--- src/rtl/muldiv_pkg.sv ---
// Shared types and constants for the iterative multiply/divide unit.
package muldiv_pkg;

  localparam int WIDTH      = 32;
  localparam int ITER_COUNT = 32;

  typedef enum logic [1:0] {MD_MULT, MD_MULTU, MD_DIV, MD_DIVU} muldiv_op_t;
  typedef enum logic [1:0] {MD_IDLE, MD_ITER, MD_FIX, MD_DONE} muldiv_state_t;

  // Signed ops work on magnitudes; the sign is reapplied once the iteration ends.
  function automatic logic [WIDTH-1:0] magnitude(input logic [WIDTH-1:0] v, input logic isSigned);
    return (isSigned && v[WIDTH-1]) ? -v : v;
  endfunction

endpackage

--- src/rtl/muldiv_unit.sv ---
// Iterative shift-add multiplier / restoring divider with HI/LO registers.
// Optional MULDIV_FAST_MUL_EN: single-cycle multiply computed in FIX, skipping ITER.
module muldiv_unit
  import muldiv_pkg::*;
(
  input  logic             clk,
  input  logic             reset,
  input  logic             start,
  input  logic [1:0]       op,
  input  logic [WIDTH-1:0] srca,
  input  logic [WIDTH-1:0] srcb,
  input  logic             hi_we,
  input  logic             lo_we,
  input  logic [WIDTH-1:0] wd,
  output logic             busy,
  output logic             done,
  output logic [WIDTH-1:0] hi,
  output logic [WIDTH-1:0] lo
);

  muldiv_state_t      r_state;
  muldiv_op_t         r_op;
  logic [4:0]         r_count;
  logic               r_neg;
  logic               r_remNeg;
  logic               r_divZero;
  logic [WIDTH-1:0]   r_srcaRaw;
  logic [2*WIDTH-1:0] r_a;
  logic [WIDTH-1:0]   r_b;
  logic [2*WIDTH-1:0] r_acc;
  logic [WIDTH-1:0]   r_hi;
  logic [WIDTH-1:0]   r_lo;
  logic               r_busy;
  logic               r_done;

  logic               w_signedOp;
  logic               w_isMul;
  logic [WIDTH-1:0]   w_magA;
  logic [WIDTH-1:0]   w_magB;
  logic [2*WIDTH-1:0] w_mulNext;
  logic [WIDTH:0]     w_remShift;
  logic [WIDTH:0]     w_trial;
  logic               w_qBit;
  logic [2*WIDTH-1:0] w_divNext;
  logic [2*WIDTH-1:0] w_prodMag;
  logic [2*WIDTH-1:0] w_prodRes;
  logic [WIDTH-1:0]   w_quot;
  logic [WIDTH-1:0]   w_rem;

  assign w_signedOp = ~op[0];
  assign w_isMul    = ~r_op[1];
  assign w_magA     = magnitude(srca, w_signedOp);
  assign w_magB     = magnitude(srcb, w_signedOp);

  // r_acc holds the running product for MUL, and {remainder, dividend/quotient} for DIV.
  assign w_mulNext  = r_acc + (r_b[0] ? r_a : {(2*WIDTH){1'b0}});
  assign w_remShift = r_acc[2*WIDTH-1:WIDTH-1];
  assign w_trial    = w_remShift - {1'b0, r_b};
  assign w_qBit     = ~w_trial[WIDTH];
  assign w_divNext  = {(w_qBit ? w_trial[WIDTH-1:0] : w_remShift[WIDTH-1:0]),
                       r_acc[WIDTH-2:0], w_qBit};

`ifdef MULDIV_FAST_MUL_EN
  assign w_prodMag = w_isMul ? (r_a * {{WIDTH{1'b0}}, r_b}) : r_acc;
`else
  assign w_prodMag = r_acc;
`endif

  assign w_prodRes = r_neg ? -w_prodMag : w_prodMag;
  assign w_quot    = r_neg ? -r_acc[WIDTH-1:0] : r_acc[WIDTH-1:0];
  assign w_rem     = r_remNeg ? -r_acc[2*WIDTH-1:WIDTH] : r_acc[2*WIDTH-1:WIDTH];

  always_ff @(posedge clk) begin
    if (reset) begin
      r_state   <= MD_IDLE;
      r_op      <= MD_MULT;
      r_count   <= '0;
      r_neg     <= 1'b0;
      r_remNeg  <= 1'b0;
      r_divZero <= 1'b0;
      r_srcaRaw <= '0;
      r_a       <= '0;
      r_b       <= '0;
      r_acc     <= '0;
      r_hi      <= '0;
      r_lo      <= '0;
      r_busy    <= 1'b0;
      r_done    <= 1'b0;
    end else begin
      case (r_state)
        MD_IDLE: begin
          // A start in the same cycle as MTHI/MTLO takes priority and drops the write.
          if (start) begin
            r_op      <= muldiv_op_t'(op);
            r_count   <= 5'(ITER_COUNT - 1);
            r_neg     <= w_signedOp & (srca[WIDTH-1] ^ srcb[WIDTH-1]);
            r_remNeg  <= w_signedOp & srca[WIDTH-1];
            r_divZero <= (srcb == '0);
            r_srcaRaw <= srca;
            r_a       <= {{WIDTH{1'b0}}, w_magA};
            r_b       <= w_magB;
            r_acc     <= op[1] ? {{WIDTH{1'b0}}, w_magA} : {(2*WIDTH){1'b0}};
            r_busy    <= 1'b1;
`ifdef MULDIV_FAST_MUL_EN
            r_state   <= op[1] ? MD_ITER : MD_FIX;
`else
            r_state   <= MD_ITER;
`endif
          end else begin
            if (hi_we) r_hi <= wd;
            if (lo_we) r_lo <= wd;
          end
        end
        MD_ITER: begin
          if (w_isMul) begin
            r_acc <= w_mulNext;
            r_a   <= {r_a[2*WIDTH-2:0], 1'b0};
            r_b   <= {1'b0, r_b[WIDTH-1:1]};
          end else begin
            r_acc <= w_divNext;
          end
          r_count <= r_count - 5'd1;
          if (r_count == 5'd0) r_state <= MD_FIX;
        end
        MD_FIX: begin
          if (w_isMul) begin
            {r_hi, r_lo} <= w_prodRes;
          end else if (r_divZero) begin
            r_hi <= r_srcaRaw;
            r_lo <= '1;
          end else begin
            r_hi <= w_rem;
            r_lo <= w_quot;
          end
          r_done  <= 1'b1;
          r_state <= MD_DONE;
        end
        default: begin
          r_done  <= 1'b0;
          r_busy  <= 1'b0;
          r_state <= MD_IDLE;
        end
      endcase
    end
  end

  assign busy = r_busy;
  assign done = r_done;
  assign hi   = r_hi;
  assign lo   = r_lo;

endmodule
--- config.mk ---
export PLATFORM = sky130hd
export DESIGN_NAME = muldiv_unit
export DESIGN_NICKNAME = d
export VERILOG_FILES = /design/src/rtl/muldiv_pkg.sv /design/src/rtl/muldiv_unit.sv
export SDC_FILE = /design/constraint.sdc
export NUM_CORES = 1
export LEC_CHECK = 0
export BUFFER_PORTS_ARGS = -buffer_cell sky130_fd_sc_hd__buf_2
export CELL_PAD_IN_SITES_DETAIL_PLACEMENT = 0
export CELL_PAD_IN_SITES_GLOBAL_PLACEMENT = 1
export CORE_ASPECT_RATIO = 1.25
export CORE_UTILIZATION = 35
export CTS_CLUSTER_SIZE = 28
export DETAILED_ROUTE_END_ITERATION = 16
export GPL_ROUTABILITY_DRIVEN = 0
export PLACE_DENSITY = 0.76
export SLEW_MARGIN = 15
export SYNTH_ARGS = -nofsm -noshare
export SYNTH_HDL_FRONTEND = slang
export SYNTH_SLANG_ARGS = --single-unit
--- constraint.sdc ---
create_clock -name clk -period 3.9 [get_ports clk]
set_clock_uncertainty 0.05 [all_clocks]
set_input_delay 0.78 -clock clk [delete_from_list [all_inputs] [get_ports clk]]
set_output_delay 0.78 -clock clk [all_outputs]
set_load 0.005 [all_outputs]
==> results of run 1 <==
-- cells in the final DEF (no fill, tap or decap), drive strengths merged, types with 6 or more instances in the layout --
cell type	count
o211ai	45
dfxtp	269
nand2b	22
nand4	22
o21bai	20
ha	104
xnor2	148
a221o	6
nand3	56
o21ai	235
a221oi	18
or2	7
nor2	238
and2	82
xor2	80
clkbuf	47
a31oi	15
a22oi	46
or3	26
nor4	19
nand2	482
o31ai	35
a41oi	7
clkinv	6
o21a	10
mux2i	25
and3	13
o221ai	36
buf	308
a21o	59
o41ai	14
nor3	63
a21oi	319
nor2b	22
a211oi	77
or4	14
inv	75
-- state kept, by name, indices dropped and copies added (netlist names) --
signal,flops
r_a,64
r_acc,64
hi,32
lo,32
r_b,32
r_srcaRaw,32
r_count,5
r_state,2
busy,1
done,1
r_divZero,1
r_neg,1
r_op,1
r_remNeg,1
-- report_power, final --
part	switching, W	leakage, nW	internal, W
registers	0.000709	2.20	0.00340
clock network	0.00142	0.549	0.00192
logic	0.00494	7.07	0.00264
total	0.00708	9.81	0.00796
-- repair_timing --
item | 4_1_cts | 5_1_grt
hold buffers | 0 | 0
setup buffers | 0 | 0
resized for setup | 1 | 11
pin swaps | 0 | 4
endpoints found under the setup margin | 1 | 17
-- layer usage --
metal,vias to the layer above,share of wire,global-route usage
met1,11000,0.37,0.303
met4,0,0.086,0.215
li1,11000,-,-
met3,324,0.062,0.0460
met5,-,0,0
met2,910,0.48,0.479
-- final timing paths --
kind	startpoint	endpoint	slack [ns]	cells after the start
worst max-delay path	r_b[0]	r_acc[60]	0.09	16
worst min-delay path	lo[13]	lo[13]	0.40	2
worst max register to register	r_b[0]	r_acc[60]	0.09	16
worst min register to register	lo[13]	lo[13]	0.40	2
-- logic make-up (layout without fill, tap and decap cells) --
kind of cell	after synthesis	count (layout)	synth area share
AO/OA/AOI/OAI	992	992	0.294
XOR/XNOR	228	228	0.0937
adder cells (fa/ha/maj)	106	106	0.0630
buffers and inverters	288	442	0.0510
flip-flops	269	269	0.253
multiplexers	27	27	0.0128
other	0	1	0
AND/OR/NAND/NOR	1086	1086	0.232
-- worst reg2reg max path: cells and delay by family (launching register included) --
kind	cells	cell delay, ns
AO/OA/AOI/OAI	10	2.01
AND/OR/NAND/NOR	1	0.16
buffers and inverters	3	0.50
flip-flops	1	0.35
adder cells (fa/ha/maj)	2	0.64
-- per-stage QoR --
step	cells	setup WS, ns
global route	3915	0.00848
CTS	3915	0.0307
global placement	3854	0.122
detailed placement	3854	0.0382
floorplan	2996	0.300
finish	3916	0.0912
-- area by class of cell --
| type | instances | area, sq um |
|---|---|---|
| fill | 6238 | 35100 |
| multi-input combinational | 2439 | 14900 |
| sequential | 269 | 5390 |
| timing repair buffer | 309 | 2020 |
| clock buffer | 46 | 978 |
| tap | 765 | 957 |
| inverter | 72 | 270 |
| clock inverter | 15 | 165 |
| antenna | 1 | 2.50 |
==> results.txt, run 1 <==
- The H-tree was split into 2 levels.
* Unrepaired setup endpoints after global routing: no
- The first detailed-routing pass ran for 8 iterations.
* Required time at the endpoint of the critical path: 4.32 ns
- Counting every net in the synthesized netlist gives 3205.
- Number of vias in the routed layout: roughly 23000
- Clock latency of the later-clocked register in the worst-skew pair: slightly below 0.6 ns
- Grouping stages by cell kind, the critical path spends the most delay in compound AO/OA/AOI/OAI gates.
* Count of warnings emitted by yosys: 0
* Total overflow reported by the global router: 0
- After technology mapping, the gate count stands at 2996.
- The number of pins exceeding their max-slew limit in the final report came to 0.
* Number of design-rule violations left by the first detailed-router iteration: just over 2000
* Largest fanout of any net on the critical path: 11
- Wire length of the first global-routing pass: between 100000 and 150000 um
* CTS tree: done
- Hpwl dp: about 67000 um
- Utilization of the core after routing: 0.414
- Power spread over the standard cell area amounts to ~610 nW/um^2.
* Final #Nets: between 3000 and 4000
- Effective utilization at floorplan: 0.356
* Initial antenna violation count: 1
* Width of the chip: between 200 and 250 um
* Via count of the first global-routing pass: ~22000
* Crit path DAT: about 4.2 ns
* Fin crit share: 0.977
- Die H: between 200 and 300 um
- Setup violations remaining at the end of the flow were counted as 0.
- Hold Crit Class: reg2reg
- Counting flops with a built-in enable in the synthesized netlist gives 0.
- Largest buffer count on any clock path: 3
- In the global route stage, overall resource usage came out at 0.278.
* Critical-path cell with the highest stage delay: fa_1
- The tree is rooted in a clkbuf_16.
- Entering global routing, the biggest net connects roughly 100 pins.
* Most used standard cell by instance count after synthesis: nand2_1
* Num ports: roughly 170
- In this run the static leakage power is about 9.8 nW.
* Synth cell types: 85
* Routed wire per std cell: roughly 23 um
- For this run, the register share of the synthesized area comes to 0.253.
- The worst path in the final design needs a cycle of 3.81 ns, including I/O delays and setup.
* Netlist Area Pre-Place: about 21000 sq um
- Fraction of post-synthesis cell area in the top cell type by area: 0.253
- The count of endpoints failing hold in the final timing report is 0.
- The initialized floorplan defines 100 standard-cell rows.
- Cell-by-cell listing of the critical path: buf_12, and2_1, ha_1, fa_1, a211oi_2, o211ai_1, a41oi_1, buf_4, o21ai_1, a211oi_2, buf_4, o31a_1, o21ai_2, o211a_1, o21a_1, o31ai_2
- Once detail routing completed, the nets flagged for antenna violations numbered 0.
- Average cell area after synthesis: 7.11 sq um
* CP endpoint kind: register
- The most used flip-flop cell after synthesis is dfxtp_1.
* Largest cells by area after synthesis: dfxtp_1 25%, nand2_1 8.5%, a21oi_1 7.4%
- The die covers approximately 62000 sq um.
- Input and output buffers added on the ports amount to ~170.
* Element type at the critical path start: register
- Number of buffer and inverter stages on the critical path: 3
- Class of the most critical setup path: reg2reg
* Largest area contributor in the netlist: dfxtp_1
- Clock tree synthesis found a total of about 270 sinks.
- CTS clk-pin slew, worst paths: around 0.06 ns
- The run finished with clean final reports.
- Peak Freq: approximately 260 MHz
* Via density per instance: around 5.9
* Share of synthesized registers carrying an async set or reset: 0
* Final standard cell area without fillers: 24700 sq um
* Hold WS: a little under 0.4 ns
* Placeable core region: ~60000 sq um
- Once placement finished, the instance area stood at between 20000 and 25000 sq um.
* Post-Route Setup TNS: 0 ns
- Largest stage delay on the critical path: about 0.42 ns
* Top post-synthesis cells by count: 482 x nand2_1, 316 x a21oi_1, 269 x dfxtp_1
- Relative area change from synthesis to final layout: 16.1%
* Number of design rule violations left after detail routing: 0
- Wires add up to about 88000 um.
* Fraction of layout cells with a size suffix above 1: 0.132
- Number of clock buffers inserted by TritonCTS: 35
- The worst pin sits at a relative slew slack of 0.340.
- Flip-flop and latch count after synthesis: 269
- Actual slew at the worst max-slew pin: ~1 ns
- Max_cap viols: 0
- Summing internal, switching and leakage power gives 0.0150 W.
- The worst-case IR drop observed on VDD is 0.399 mV.
Power figures use the tool's default switching activity.
==> run 2, diff against run 1 <==
Clock period 3.9 ns to 4.2 ns, I/O delays scaled along.
==> results.txt, run 2 (synthesis results as in run 1) <==
- IR analysis of the VDD net gives a maximum drop of around 0.32 mV.
- Detailed placement ended at an HPWL of 65000 um.
- Data on the critical path is required at its endpoint by between 4 and 5 ns.
- Total overflow reported by the global router: 0
- Once the clock tree was built, the setup fixing pass inserted 0 buffers.
- For this design the total switching power over the nets is 0.00641 W.
- Clock latency of the later-clocked register in the worst-skew pair: ~0.62 ns
- Setup repair after global routing left no endpoint under its margin.
* Count of input and output buffers: ~170
- Share of power burned in registers: 0.286
- Number of filler cells placed in the layout: roughly 6300
* Number of clock buffers inserted by TritonCTS: 31
- Leak pwr: roughly 9.5 nW
- Run status: finished clean
- In this design, the stage delay of the slowest critical-path cell is approximately 0.61 ns.
- Area of all sequential standard cells: ~5400 sq um
- H-tree depth: 1
- For hold timing, the worst endpoint is lo[10].
- Power per cell area: 556 nW/um^2
* Most frequent standard cell in the layout excluding fill and tap cells: nand2_1
* Instance count along the most critical hold path: 2
- The share of total power dissipated in combinational logic is 0.504.
- Actual slew at the worst max-slew pin: ~1.2 ns
- Counting cells, the worst reg-to-reg path comes to 13.
- The count of nets left with antenna violations once routing finished came out at 0.
- Non-filler cells in the finished layout: ~3900
- Internal power contribution: slightly above 0.007 W
- Initial antenna violation count: 0
* Total wire length after detailed routing: 85400 um
- Measured on the finished design, the core utilization comes to 0.404.
- The first routing iteration left 1875 violations.
- Register-to-Register Setup Slack: between 0.15 and 0.2 ns
* Peak Freq: approximately 250 MHz
* Number of vias in the routed layout: roughly 23000
- In this design, the critical path's most frequently occurring cell is o21ai_0.
- After floorplanning, the core was sized to cover between 50000 and 60000 sq um.
- Hold Crit Class: reg2reg
- The clock passes through at most 3 buffers.
- In the final routed layout, each cell accounts on average for around 22 um.
- CP endpoint kind: register
- Number of rows created at floorplan: 100
- Post-Route Setup TNS: 0 ns
- Largest fanout of any net on the critical path: 11
* CTS tree: done
- Data on the critical path arrives at its endpoint at about 4.6 ns.
- Number of design rule violations left after detail routing: 0
- The count of endpoints failing hold in the final timing report came to 0.
* Wire length of the first global-routing pass: roughly 130000 um
* Resized cells post-CTS: 0
* Class of the most critical setup path: reg2reg
- DP Cell Count: ~3800
* Sinks on Clock Net: about 270
- Count of antenna diodes in the layout: 0
- Setup violation total in the final timing report: 0
- For this run, the post-layout net count is 3283.
* DIE AREA: between 60000 and 70000 sq um
* Final Power: 0.0134 W
* Largest net degree at the start of global routing: roughly 150
- Max_cap viols: 0
- Fin crit share: 0.961
- Startpoint of the lowest-slack register-to-register path: r_b[0]
- The worst setup path is launched from a register.
- The number of global-route vias before repair was approximately 22000.
- Hold Buf Count CTS: 0
- For this configuration, the core starts out at a cell density of 0.356.
- Among all stages on the critical path, the largest delay is contributed by a2111oi_2.
* CTS clk-pin slew, worst paths: 0.07 ns
- During I/O placement, the number of pins put on the boundary was 169.
* Most frequent cells in the layout: 481 x nand2_1, 312 x a21oi_1, 266 x dfxtp_1
* Time the worst path needs with I/O delays and setup: between 4 and 5 ns
* Relative area change from synthesis to final layout: 13.4%
- For this run, the total global-route usage over all layers was measured as 0.268.
* Startpoint of the worst hold path: lo[10]
- The number of pins exceeding their max-slew limit in the final report is 0.
- The worst pin sits at a relative slew slack of 0.213.
- In the final layout, the multi-input gates occupy around 15000 sq um.
* Switching share of power: 0.477
* Power share of the clock group: 0.210
* Width of the chip: between 200 and 250 um
* Die H: between 200 and 300 um
* Number of detailed-route iterations in the first pass: 5
- Worst r2r dst: r_acc[51]
* Via density per instance: just under 6
- Clock Root Buffer: clkbuf_16
* Cell-by-cell listing of the critical path: buf_4, and2_1, ha_1, o21ai_0, o21ai_0, nand4bb_1, o211a_1, a2111oi_2, o21ai_0, a21o_1, or3_1, a21oi_1, a2111o_1
- Of the cells placed in the final design, the portion with a size suffix greater than 1 is 0.116.
- Largest registers: r_a: 64 flops, r_acc: 64 flops
run 2: critical path, delay by kind of cell, from the launching register on:
family,cells,cell delay [ns]
adder cells (fa/ha/maj),1,0.36
buffers and inverters,1,0.22
flip-flops,1,0.42
AND/OR/NAND/NOR,3,0.77
AO/OA/AOI/OAI,8,2.18
run 2: worst max-delay path by stage:
stage               startpoint   endpoint  slack (ns)  depth (start not counted)
floorplan               r_b[0]  r_acc[46]        0.60                         15
global placement        r_b[0]  r_acc[34]        0.32                         13
detailed placement      r_b[0]  r_acc[50]        0.27                         13
CTS                     r_b[0]  r_acc[50]        0.25                         13
global route            r_b[0]  r_acc[51]       0.009                         13
finish                  r_b[0]  r_acc[51]        0.16                         13
run 2: cell type report:
type / count / area share
Sequential cell: 269 / 0.223
Clock inverter: 20 / 0.00756
Inverter: 72 / 0.0112
Tap cell: 765 / 0.0396
Timing Repair Buffer: 261 / 0.0672
Multi-Input combinational cell: 2439 / 0.617
Clock buffer: 37 / 0.0347
run 2: per-layer routing:
metal | vias to the layer above | track usage | share of wire
met4 | 0 | 0.184 | 0.077
li1 | 10900 | - | -
met2 | 926 | 0.471 | 0.48
met3 | 274 | 0.0378 | 0.060
met5 | - | 0 | 0
met1 | 10800 | 0.298 | 0.38
run 2: power by group through the flow:
stage / Clock (W) / Combinational, W / Sequential [W]
after floorplan: 0 / 0.00445 / 0.00363
after global placement: 0 / 0.00662 / 0.00387
after detailed placement: 0 / 0.00670 / 0.00388
after CTS: 0.00287 / 0.00672 / 0.00383
after global routing: 0.00297 / 0.00740 / 0.00390
final: 0.00282 / 0.00677 / 0.00385
run 2: stage by stage:
| step | hold WS, ns | worst slack, ns | instance area, sq um |
|---|---|---|---|
| floorplan | 0.385 | 0.600 | 21300 |
| global route | 0.425 | 0.00886 | 24200 |
| global placement | 0.390 | 0.323 | 23100 |
| finish | 0.401 | 0.163 | 24200 |
| detailed placement | 0.391 | 0.275 | 23100 |
| CTS | 0.400 | 0.253 | 24200 |
==> run 3, diff against run 2 <==
Settings changed: CORE_MARGIN set to 2.
==> results.txt, run 3 (synthesis results as in run 1) <==
- The HPWL after detailed placement is around 65000 um.
- The count of buffers added on input and output ports is ~170.
* Number of detailed-route iterations in the first pass: 6
* Startpoint of the worst hold path: hi[29]
* CTS clk-pin slew, worst paths: 0.06 ns
- During I/O placement, the number of pins put on the boundary was approximately 170.
- In this run the worst path has a maximum fanout of 13.
- Startpoint of the lowest-slack register-to-register path: r_b[0]
- The region available for standard cell placement spans between 60000 and 70000 sq um.
* Max Slew Vio Count: 0
* Number of vias in the routed layout: around 23000
* Instance count along the most critical hold path: 1
- Clock tree synthesis found a total of around 270 sinks.
- CP endpoint kind: register
* Largest buffer count on any clock path: 3
- Largest voltage drop on the vdd net: between 0.2 and 0.3 mV
* Total wire length after detailed routing: 86000 um
- H-tree depth: 2
- In this run the remaining antenna-violating nets after routing total 0.
* Largest net degree at the start of global routing: 100
* Endpoint with the worst hold slack: hi[29]
- Peak Freq: roughly 260 MHz
- Switching share of power: 0.467
* Share of power burned in registers: 0.279
- Required time at the endpoint of the critical path: 4.56 ns
- The count of endpoints failing hold in the final timing report is 0.
* Total overflow reported by the global router: 0
* Final #Nets: 3288
- Number of rows created at floorplan: between 100 and 150
- For this run, design rule violations remaining after detail routing come to 0.
- In this run the horizontal extent of the chip is 225 um.
- After detailed routing, the average wire length per cell comes to ~22 um.
- Of the available clock period, the critical path in the final layout requires 0.932.
- Number of filler cells placed in the layout: 6467
- Worst slew slack as a fraction of its limit: 0.363
- Unrepaired setup endpoints after global routing: no
- TritonCTS created 34 clock buffers.
- Portion of total power attributed to combinational logic: 0.498
- The largest registers in the layout are r_a: 64 flops, r_acc: 64 flops.
- For the worst flop-to-flop path, the logic depth is 15.
- Register-to-Register Setup Slack: roughly 0.29 ns
* Initial antenna violation count: 3
* Hold Buf Count CTS: 0
- Max_cap viols: 0
- Leak pwr: around 9.6 nW
* Clock Root Buffer: clkbuf_16
- In the global route stage, overall resource usage came out at 0.267.
- Actual slew at the worst max-slew pin: between 0.9 and 1 ns
- STA classifies the critical path startpoint as a register.
- The first global-routing pass estimated between 100000 and 150000 um of wire.
* Setup violation total in the final timing report: 0
- The analysis attributes to net switching a power of about 0.0064 W.
- The die covers between 60000 and 70000 sq um.
- The detailed router finished its first iteration with about 1800 violations.
- Prior to clock tree synthesis, the placed netlist has a worst setup slack of roughly 0.29 ns.
- TritonCTS built the clock tree.
- For the worst setup path, the data arrival time is 4.27 ns.
- Power spread over the standard cell area amounts to around 560 nW/um^2.
* Time the worst path needs with I/O delays and setup: 3.91 ns
* Power share of the clock group: 0.223
- Worst r2r dst: r_acc[60]
* Post-Route Setup TNS: 0 ns
* Worst-case setup margin in the final layout: between 0.2 and 0.3 ns
* Internal power contribution: 0.00729 W
- Clock latency of the later-clocked register in the worst-skew pair: approximately 0.56 ns
- Die H: between 200 and 300 um
- The tightest min-delay check is of the reg2reg type.
* Most frequent cells in the layout: 481 x nand2_1, 312 x a21oi_1, 265 x dfxtp_1
* Class of the most critical setup path: reg2reg
- Fraction of layout cells with a size suffix above 1: 0.117
* Via density per instance: about 5.8
- Hold WS: about 0.39 ns
- The number of global-route vias before repair is 21600.
- Leaving out fill and tap cells, the most frequent cell in the layout is nand2_1.
- Final Power: ~0.014 W
- The flow ran to the end, and the final reports show no timing, DRC or antenna violations.
- Relative area change from synthesis to final layout: 13.9%
- Effective utilization at floorplan: 0.352
## run 3: cell count changes in the layout (fill, tap and decap cells not counted), moves of 2 or more
cell / change
buf_4: +4
clkbuf_16: +4
clkinvlp_4: -4
clkbuf_1: +3
buf_12: -2
diode_2: +2
inv_6: -2
## run 3: timing repair
item / in CTS / in global routing
gates resized for setup: 0 / 1
buffers inserted: 0 / 1
setup endpoints to repair: 0 / 2
## run 3: routing by layer
| metal | share of wire | GRT usage | vias to the layer above |
|---|---|---|---|
| met1 | 0.38 | 0.297 | 10600 |
| met5 | 0.00015 | 0 | - |
| met2 | 0.48 | 0.466 | 831 |
| li1 | - | - | 10900 |
| met4 | 0.074 | 0.178 | 2 |
| met3 | 0.061 | 0.0442 | 266 |
## run 3: area by class of cell
type	count	area [sq um]	area share
multi-input combinational	2439	14900	0.614
timing repair buffer	263	1610	0.0664
inverter	72	270	0.0111
tap	772	966	0.0398
antenna	2	5.00	0.000206
clock buffer	44	950	0.0391
sequential	269	5390	0.222
clock inverter	15	164	0.00675
## run 3: worst max path at each step
stage            from   endpoint  slack (ns)  depth (start not counted)
2_1_floorplan  r_b[0]  r_acc[46]        0.60                         15
3_3_place_gp   r_b[0]  r_acc[46]        0.32                         14
3_5_place_dp   r_b[0]  r_acc[46]        0.29                         14
4_1_cts        r_b[0]  r_acc[46]        0.27                         14
5_1_grt        r_b[0]  r_acc[35]        0.02                         14
6_report       r_b[0]  r_acc[60]        0.29                         15
## run 3: worst max-delay path, stage by stage, from the launching register on
cell	delay (ns)
dfxtp_2	0.40
and2_1	0.19
ha_1	0.22
fa_1	0.43
a211oi_1	0.31
o211ai_1	0.14
a41oi_1	0.23
buf_4	0.17
o21ai_0	0.18
a211oi_2	0.23
buf_4	0.17
o31a_1	0.24
o21ai_1	0.19
o211a_1	0.27
nor3_1	0.23
o31ai_1	0.11
## run 3: per-stage QoR
step | cells | utilization | area [sq um]
after floorplan | 2996 | - | 21300
after global placement | 3814 | 0.382 | 23100
after detailed placement | 3814 | 0.382 | 23100
after CTS | 3873 | 0.401 | 24300
after global routing | 3874 | 0.401 | 24300
final | 3876 | 0.401 | 24300
## run 3: power groups by stage
stage	Combinational, W	Clock (W)	Sequential, W
after floorplan	0.00445	0	0.00363
after global placement	0.00674	0	0.00385
after detailed placement	0.00675	0	0.00385
after CTS	0.00677	0.00310	0.00380
after global routing	0.00747	0.00319	0.00388
final	0.00681	0.00305	0.00382
